`config.mk`:
```
export PLATFORM = sky130hd
export DESIGN_NAME = layer_out_serializer_flat
export DESIGN_NICKNAME = d
export VERILOG_FILES = /design/src/rtl/layer_out_serializer_if.sv /design/src/rtl/layer_out_serializer.sv /design/src/flat_wrapper.sv
export SDC_FILE = /design/constraint.sdc
export NUM_CORES = 1
export LEC_CHECK = 0
export BUFFER_PORTS_ARGS = -buffer_cell sky130_fd_sc_hd__buf_4
export CORE_UTILIZATION = 50
export DETAILED_ROUTE_END_ITERATION = 6
export PLACE_DENSITY = 0.76
export SYNTH_ARGS = -nofsm -noshare
export SYNTH_HDL_FRONTEND = slang
export SYNTH_SLANG_ARGS = --single-unit
```
`constraint.sdc`:
```
create_clock -name s_axi_aclk -period 6 [get_ports s_axi_aclk]
set_input_delay 0.3 -clock s_axi_aclk [delete_from_list [all_inputs] [get_ports s_axi_aclk]]
set_output_delay 0.3 -clock s_axi_aclk [all_outputs]
set_load 0.01 [all_outputs]
```
`src/rtl/layer_out_serializer_if.sv`:
```
// Stream bundle between an upstream layer's parallel outputs and the serial broadcast
// feeding the next layer.
interface layer_out_serializer_if #(
  parameter int NN         = 30,
  parameter int DATA_WIDTH = 16
);
  logic [NN-1:0]            in_valid;
  logic [NN*DATA_WIDTH-1:0] in_data;
  logic [DATA_WIDTH-1:0]    out_data;
  logic                     out_valid;
  logic                     out_ready;
  logic                     out_last;

  modport master (
    output in_valid, in_data, out_ready,
    input  out_data, out_valid, out_last
  );

  modport slave (
    input  in_valid, in_data, out_ready,
    output out_data, out_valid, out_last
  );
endinterface

```
`src/rtl/layer_out_serializer.sv`:
```
// Double-buffered parallel-to-serial converter. Each lane is collected into hold[] and
// the full frame is copied to buf[], then shifted out one lane per cycle.
module layer_out_serializer #(
  parameter int NN         = 30,
  parameter int DATA_WIDTH = 16
) (
  input  logic                  s_axi_aclk,
  input  logic                  s_axi_aresetn,
  layer_out_serializer_if.slave bus,
  output logic                  busy,
  output logic                  overrun,
  input  logic                  clr_overrun
);
  localparam int IW = $clog2(NN);
  localparam logic [IW-1:0] IDX_LAST = IW'(NN - 1);

  localparam logic [0:0] IDLE = 1'b0;
  localparam logic [0:0] SEND = 1'b1;

  logic [0:0]            state_q, state_d;
  logic [IW-1:0]         idx_q, idx_d;
  logic [NN-1:0]         mask_q, mask_d;
  logic                  overrun_q, overrun_d;
  logic [DATA_WIDTH-1:0] hold_q [NN];
  logic [DATA_WIDTH-1:0] hold_d [NN];
  logic [DATA_WIDTH-1:0] buf_q  [NN];
  logic [DATA_WIDTH-1:0] buf_d  [NN];

  logic hs, last_hs, xfer, ovr_event;

  always_comb begin
    hs        = (state_q == SEND) && bus.out_ready;
    last_hs   = hs && (idx_q == IDX_LAST);
    xfer      = (&mask_q) && ((state_q == IDLE) || last_hs);
    // A full mask is entirely drained by a transfer, so a repeat lane then starts the next frame.
    ovr_event = !xfer && (|(bus.in_valid & mask_q));

    mask_d = (xfer ? '0 : mask_q) | bus.in_valid;
    hold_d = hold_q;
    for (int unsigned i = 0; i < NN; i++) begin
      if (bus.in_valid[i]) hold_d[i] = bus.in_data[i*DATA_WIDTH +: DATA_WIDTH];
    end
    buf_d = xfer ? hold_q : buf_q;

    if (ovr_event)        overrun_d = 1'b1;
    else if (clr_overrun) overrun_d = 1'b0;
    else                  overrun_d = overrun_q;

    state_d = state_q;
    idx_d   = idx_q;
    if (xfer) begin
      state_d = SEND;
      idx_d   = '0;
    end else if (last_hs) begin
      state_d = IDLE;
      idx_d   = '0;
    end else if (hs) begin
      idx_d = idx_q + IW'(1);
    end
  end

  always_ff @(posedge s_axi_aclk or negedge s_axi_aresetn) begin
    if (!s_axi_aresetn) begin
      state_q   <= IDLE;
      idx_q     <= '0;
      mask_q    <= '0;
      overrun_q <= 1'b0;
      hold_q    <= '{default: '0};
      buf_q     <= '{default: '0};
    end else begin
      state_q   <= state_d;
      idx_q     <= idx_d;
      mask_q    <= mask_d;
      overrun_q <= overrun_d;
      hold_q    <= hold_d;
      buf_q     <= buf_d;
    end
  end

  always_comb begin
    bus.out_valid = (state_q == SEND);
    bus.out_last  = (state_q == SEND) && (idx_q == IDX_LAST);
    bus.out_data  = (state_q == SEND) ? buf_q[idx_q] : '0;
    busy          = (state_q == SEND) || (|mask_q);
    overrun       = overrun_q;
  end
endmodule

```
`src/flat_wrapper.sv`:
```
// flat-port wrapper written by rule: the top's interface ports become plain ports
module layer_out_serializer_flat 
#(
  parameter int NN         = 30,
  parameter int DATA_WIDTH = 16
)
  (s_axi_aclk, s_axi_aresetn, busy, overrun, clr_overrun, bus_in_valid, bus_in_data, bus_out_ready, bus_out_data, bus_out_valid, bus_out_last);
  layer_out_serializer_if #(.NN(NN), .DATA_WIDTH(DATA_WIDTH)) bus_i ();
  input  logic s_axi_aclk;
  input  logic s_axi_aresetn;
  output logic busy;
  output logic overrun;
  input  logic clr_overrun;
  input wire logic [$bits(bus_i.in_valid)-1:0] bus_in_valid;
  input wire logic [$bits(bus_i.in_data)-1:0] bus_in_data;
  input wire logic [$bits(bus_i.out_ready)-1:0] bus_out_ready;
  output wire logic [$bits(bus_i.out_data)-1:0] bus_out_data;
  output wire logic [$bits(bus_i.out_valid)-1:0] bus_out_valid;
  output wire logic [$bits(bus_i.out_last)-1:0] bus_out_last;
  assign bus_i.in_valid = bus_in_valid;
  assign bus_i.in_data = bus_in_data;
  assign bus_i.out_ready = bus_out_ready;
  assign bus_out_data = bus_i.out_data;
  assign bus_out_valid = bus_i.out_valid;
  assign bus_out_last = bus_i.out_last;
  layer_out_serializer #(.NN(NN), .DATA_WIDTH(DATA_WIDTH)) u_core (.s_axi_aclk(s_axi_aclk), .s_axi_aresetn(s_axi_aresetn), .bus(bus_i), .busy(busy), .overrun(overrun), .clr_overrun(clr_overrun));
endmodule
```
Word-level counts from Yosys, hierarchy flattened. Index checks and enable logic that the tools add are counted.

Divide/modulo/power cells: 0. Shift-type cells: 0. Add/subtract/negate cells: 1. Mux-type cells: 12. Equality and inequality tests: 1. Bitwise logic cells: 4. Order comparisons: 1. Reductions and logical operators: 14. Multipliers: 0.

Operators by type and width (number): binary-select mux 16 bit (select 5 bit) (1); OR reduction 30 bit (2); two-way mux 16 bit (3); bitwise AND 30 bit (1); two-way mux 30 bit (1); bitwise OR 30 bit (1); AND reduction 30 bit (1); two-way mux 5 bit (3); >= comparator 6 bit (second input constant) (1); NOT 5 -> 6 bit (1); adder 5 x 1 -> 5 bit (second input constant) (1); == test 5 bit (second input constant) (1); logical AND 1 bit (5); two-way mux 1 bit (4); nonzero test 2 bit (2); nonzero test 3 bit (1); logical OR 1 bit (2); zero test 1 bit (1); NOT 1 bit (1).

Word-level logic and storage cells: 97. Bits in latches: 0. Bits of input ports: 514. Bits in writable memories: 0. Bits in registers: 997. Memories: 0. Memory bits (read-only): 0.

Depth between registers and ports, before layout.
Depth in word-level cells: 7. Depth in mapped cells: 10. Mapped depth without buffers: 7.

Least setup slack after synthesis. No wires, ideal clock.

Path kind: flip-flop to flip-flop. Start: register u_core.idx_q[1]. End: register u_core.buf_q[0] (netlist bit). Cell stages (with the launch flop): 11. Setup time: 125 ps. Path slack: 3640 ps. Arrival: 2235 ps. Path through: dfrtp_1 -> clkbuf_1 -> inv_1 -> ha_1 -> nand3_1 -> nor2_2 -> nand2_1 -> a21oi_4 -> buf_4 -> buf_4 -> mux2_2.

Cells in the longest elaborated chain, start to end: 4.

RTL lines: start, declared (line layer_out_serializer.sv:21) `logic [IW-1:0] idx_q, idx_d;`; start signal, assigned (line layer_out_serializer.sv:72) `idx_q <= idx_d;`; == test 5 bit (line layer_out_serializer.sv:33) `last_hs = hs && (idx_q == IDX_LAST);`; logical AND 1 bit (line layer_out_serializer.sv:33); logical OR 1 bit (line layer_out_serializer.sv:34) `xfer = (&mask_q) && ((state_q == IDLE) || last_hs);`; logical AND 1 bit (line layer_out_serializer.sv:34); end signal, assigned (line layer_out_serializer.sv:76) `buf_q <= buf_d;`; end, declared (line layer_out_serializer.sv:26) `logic [DATA_WIDTH-1:0] buf_q [NN];`.

Every way passes these cells. A chain may end at the register's enable or synchronous reset.

Worst setup path after layout.
Start: register u_core.idx_q[0]. End: output port bus_out_data[11].

Cells in the longest elaborated chain, start to end: 5.

RTL lines: NOT 5 -> 6 bit (implied by the code) (line layer_out_serializer.sv:83) `bus.out_data = (state_q == SEND) ? buf_q[idx_q] : '0;`; binary-select mux 16 bit (select 5 bit) (line layer_out_serializer.sv:83); two-way mux 16 bit (implied by the code) (2 in a row) (line layer_out_serializer.sv:83); two-way mux 16 bit (line layer_out_serializer.sv:83); end, declared (line flat_wrapper.sv:17) `output wire logic [$bits(bus_i.out_data)-1:0] bus_out_data;`.

Every way passes these cells. The select of a mux whose other input is x is not followed.

==> results by group <==
Synthesis
  – Syn. warnings: 0
  – Top_reg_cell synth: dfrtp_1
  – Synth unique cells: 41
  – Async S/R FF share, synth: 100%
  – Cells after Synth: 2525
  – Post-Syn Area: 41000 µm²
  – Post-synth EDFFs: 0
  – Share of the synthesized area in the top cell type: 60.9%
  – Seq cells post-synth: 997
  – Avg Cell Area, Syn: 16.2 µm²
  – Synthesized net count: 3041
  – Synth top area cells: dfrtp_1 61%, mux2_2 15%, mux2_1 11%
  – Sequential area share after synthesis: 60.9%
  – Post-synth top area cell: dfrtp_1

Finish
  – Flip-flop and latch area: 25000 µm²
  – Share of post-route cells with drive strength above 1: 38.0%
  – Area of the multi-input gates: 15000 µm²
  – Final cell count without fillers: 4674
  – Core Util, Final: 66.8%
  – P&R area growth vs syn: 31.9%
  – # nets final: 4015
  – Filler cell count: 5223

Power and ir drop
  – NetSw: 6.00 mW
  – Seq pwr share: 43.7%
  – Clock network fraction of total power: 33.4%
  – Logic pwr share: 22.9%
  – Pint: 14.2 mW
  – Leak pwr: 25.4 nW
  – Power Dens Cells: 374 nW/µm²
  – Switching share of power: 29.7%
  – Peak supply drop: 240 µV

Detailed routing
  – DR vias: 26500
  – Routed WL per cell: 26.7 µm
  – Final WL: 125000 µm
  – Routed Antenna Nets: 0
  – Via-to-Cell Ratio: 5.67
  – DRT iter0 DRCs: 1684
  – Initial DRT Pass Iterations: 7
  – # DRC: 67

Placed design
  – Setup WS pre-CTS: 1960 ps
  – IO Port Bufs: 533
  – DP HPWL: 80000 µm
  – Dpl cells: 3971
  – Gp weighted congestion: 0.883

Global routing
  – Pin count of the biggest net entering global routing: 190
  – Initial antenna violation count: 46
  – Number of global-route vias before repair: 29400
  – GRT Overall Usage: 30.2%
  – Remaining Overflow, GRT: 0
  – First-pass GRT wire length: 185000 µm

Critical path
  – Cell-by-cell trace of the critical path: buf_4, mux2i_1, o22ai_1, o21ai_0, a211oi_1, buf_4
  – Worst EP arrival: 4430 ps
  – Most Frequent Cell on Critical Path: buf_4
  – Critical-path top delay cell: dfrtp_4
  – CP endpoint kind: primary output
  – CP bufs+invs: 2
  – Worst R2R Start: u_core.idx_q[0]
  – Register-to-register setup slack: 2220 ps
  – Critical path launch point type: flip-flop
  – Reg-to-reg endpoint: u_core.buf_q[353]
  – Slowest stage delay, CP: 980 ps
  – Crit path required time: 5700 ps
  – FF-to-FF path depth: 7
  – CP delay by family, top: compound AO/OA/AOI/OAI gates
  – CP max FO: 44
  – Crit Path Class: flip-flop to primary output

Timing
  – Worst-Margin Slew: 1230 ps
  – Final hold vios: 0
  – Tcrit/Tclk final: 78.8%
  – Max Fclk: 211 MHz
  – Final Max Tran Viols: 0
  – Setup TNS: 0 ps
  – RSZ-0062 raised after global routing: no
  – Setup Viol. Count Final: 0
  – Clock Skew: 18.6 ps
  – Min cycle time layout: 4730 ps
  – WHS: 48.6 ps
  – Slew HR: 17.7%
  – Final Worst Setup Slack: 1270 ps

Floorplanning
  – Core region area: 80800 µm²
  – Die area: 83100 µm²
  – Die H: 288 µm
  – Top Ports: 534
  – Initial Util: 50.7%
  – Core Rows: 104
  – Chip Width: 288 µm

Clock tree
  – # clock sinks: 997
  – Max Buffers Root-to-Sink: 3
  – Post-CTS setup buffers: 0
  – H-tree depth: 3
  – CTS root buffer: clkbuf_16
  – CTS Buf Count: 103
  – Worst-Skew Late Latency: 660 ps
  – CTS tree: built
  – Clock transition at path regs: 60 ps
  – Post-cts sizing count: 0

Status
  – Status: finished with violations
  – Failing checks: DRC

Worst hold path
  – Hold depth: 2
  – Hold/Removal Path Class: input port to flip-flop
  – WHS Endpoint: u_core.mask_q[18]
  – HP Start: bus_in_valid[18]

Job
  – Max-Cap Viols: 0
-- what timing repair did --
action	4_1_cts	5_1_grt
endpoints found under the setup margin	0	0
hold buffers	483	0
endpoints found under the hold margin	581	0
-- cells in the final DEF, fill, tap and decap left out, types with 2 or more instances in the layout --
master and instances:
dfrtp_1 995, mux2_2 553, buf_4 541, dlygate4sd3_1 483, mux2_1 407, clkbuf_16 107
mux4_2 80, mux2i_1 80, o22ai_1 49, o21ai_0 33, a21o_1 30, diode_2 29
a22oi_1 29, clkinv_2 24, clkbuf_1 22, clkbuf_8 18, a211oi_1 17, o211ai_1 16
bufinv_16 12, nand2_1 11, nand4_1 11, nor4_1 10, buf_12 10, nand3_1 6
inv_6 6, nor2_1 4, inv_1 2, nor2b_1 2, or3_1 2, or2_2 2
xnor2_1 2, ha_1 2, clkinvlp_4 2, dfrtp_4 2
-- power by group through the flow --
| stage | Sequential, mW | Clock [mW] | Combinational (mW) |
|---|---|---|---|
| after global routing | 8.95 | 7.08 | 4.89 |
| after floorplan | 8.41 | 0 | 2.65 |
| after CTS | 8.77 | 6.78 | 4.59 |
| after global placement | 8.78 | 0 | 4.19 |
| after detailed placement | 8.87 | 0 | 4.30 |
| final | 8.82 | 6.74 | 4.62 |
-- sequential cells by signal, indices dropped and copies added, names as in the netlist --
register	count
u_core.mask_q	30
u_core.idx_q	5
u_core.buf_q	480
u_core.bus.out_valid	1
u_core.hold_q	480
u_core.overrun	1
-- cell families (layout without fill, tap and decap cells) --
logic type | after synthesis | in the layout | share of synthesized area, %
compound gates | 182 | 182 | 3.01
xor+xnor | 2 | 2 | 0.0428
fa+ha+maj | 2 | 2 | 0.0611
buf+inv | 168 | 1228 | 2.48
flops | 997 | 997 | 60.9
mux | 1120 | 1120 | 32.8
other cells | 0 | 29 | 0
simple gates | 54 | 54 | 0.730
-- through the flow --
step	power [mW]	instance area (µm²)
2_1_floorplan	11.1	41000
3_3_place_gp	13.0	45600
3_5_place_dp	13.2	45600
4_1_cts	20.1	53900
5_1_grt	20.9	54000
6_report	20.2	54000
-- layout make-up --
class / count / share of cell area (%)
Clock buffer: 147 / 5.57
Multi-Input combinational cell: 1360 / 27.7
Antenna cell: 29 / 0.134
Tap cell: 1060 / 2.46
Sequential cell: 997 / 46.2
Inverter: 2 / 0.0139
Clock inverter: 44 / 1.01
Timing Repair Buffer: 1035 / 16.9
-- layer usage --
| layer | up-vias | part of all wire (%) | global-route usage [%] |
|---|---|---|---|
| met2 | 1012 | 48 | 49.0 |
| li1 | 11300 | - | - |
| met1 | 13900 | 39 | 38.0 |
| met5 | - | 0.18 | 0 |
| met4 | 36 | 4.9 | 14.4 |
| met3 | 322 | 7.2 | 7.82 |
-- synth_stat cells, types with 2 or more instances --
cell type,instances
a211oi_1,17
a21o_1,30
a22oi_1,29
buf_1,32
buf_2,22
buf_4,7
buf_6,44
clkbuf_1,61
dfrtp_1,997
ha_1,2
inv_1,2
mux2_1,407
mux2_2,553
mux2i_1,80
mux4_2,80
nand2_1,11
nand3_1,6
nand4_1,11
nor2_1,4
nor2b_1,2
nor4_1,10
o211ai_1,16
o21ai_0,33
o22ai_1,49
or2_2,2
or3_1,2
xnor2_1,2
-- worst max-delay path by stage --
stage	depth (start not counted)	endpoint	slack, ps	start
after global placement	6	bus_out_data[11]	1950	u_core.idx_q[0]
after global routing	6	bus_out_data[11]	1180	u_core.idx_q[0]
after floorplan	10	u_core.buf_q[0]	3640	u_core.idx_q[1]
after CTS	6	bus_out_data[11]	1240	u_core.idx_q[0]
after detailed placement	6	bus_out_data[11]	1960	u_core.idx_q[0]
final	6	bus_out_data[11]	1270	u_core.idx_q[0]
(Power assumes the default switching activity.)
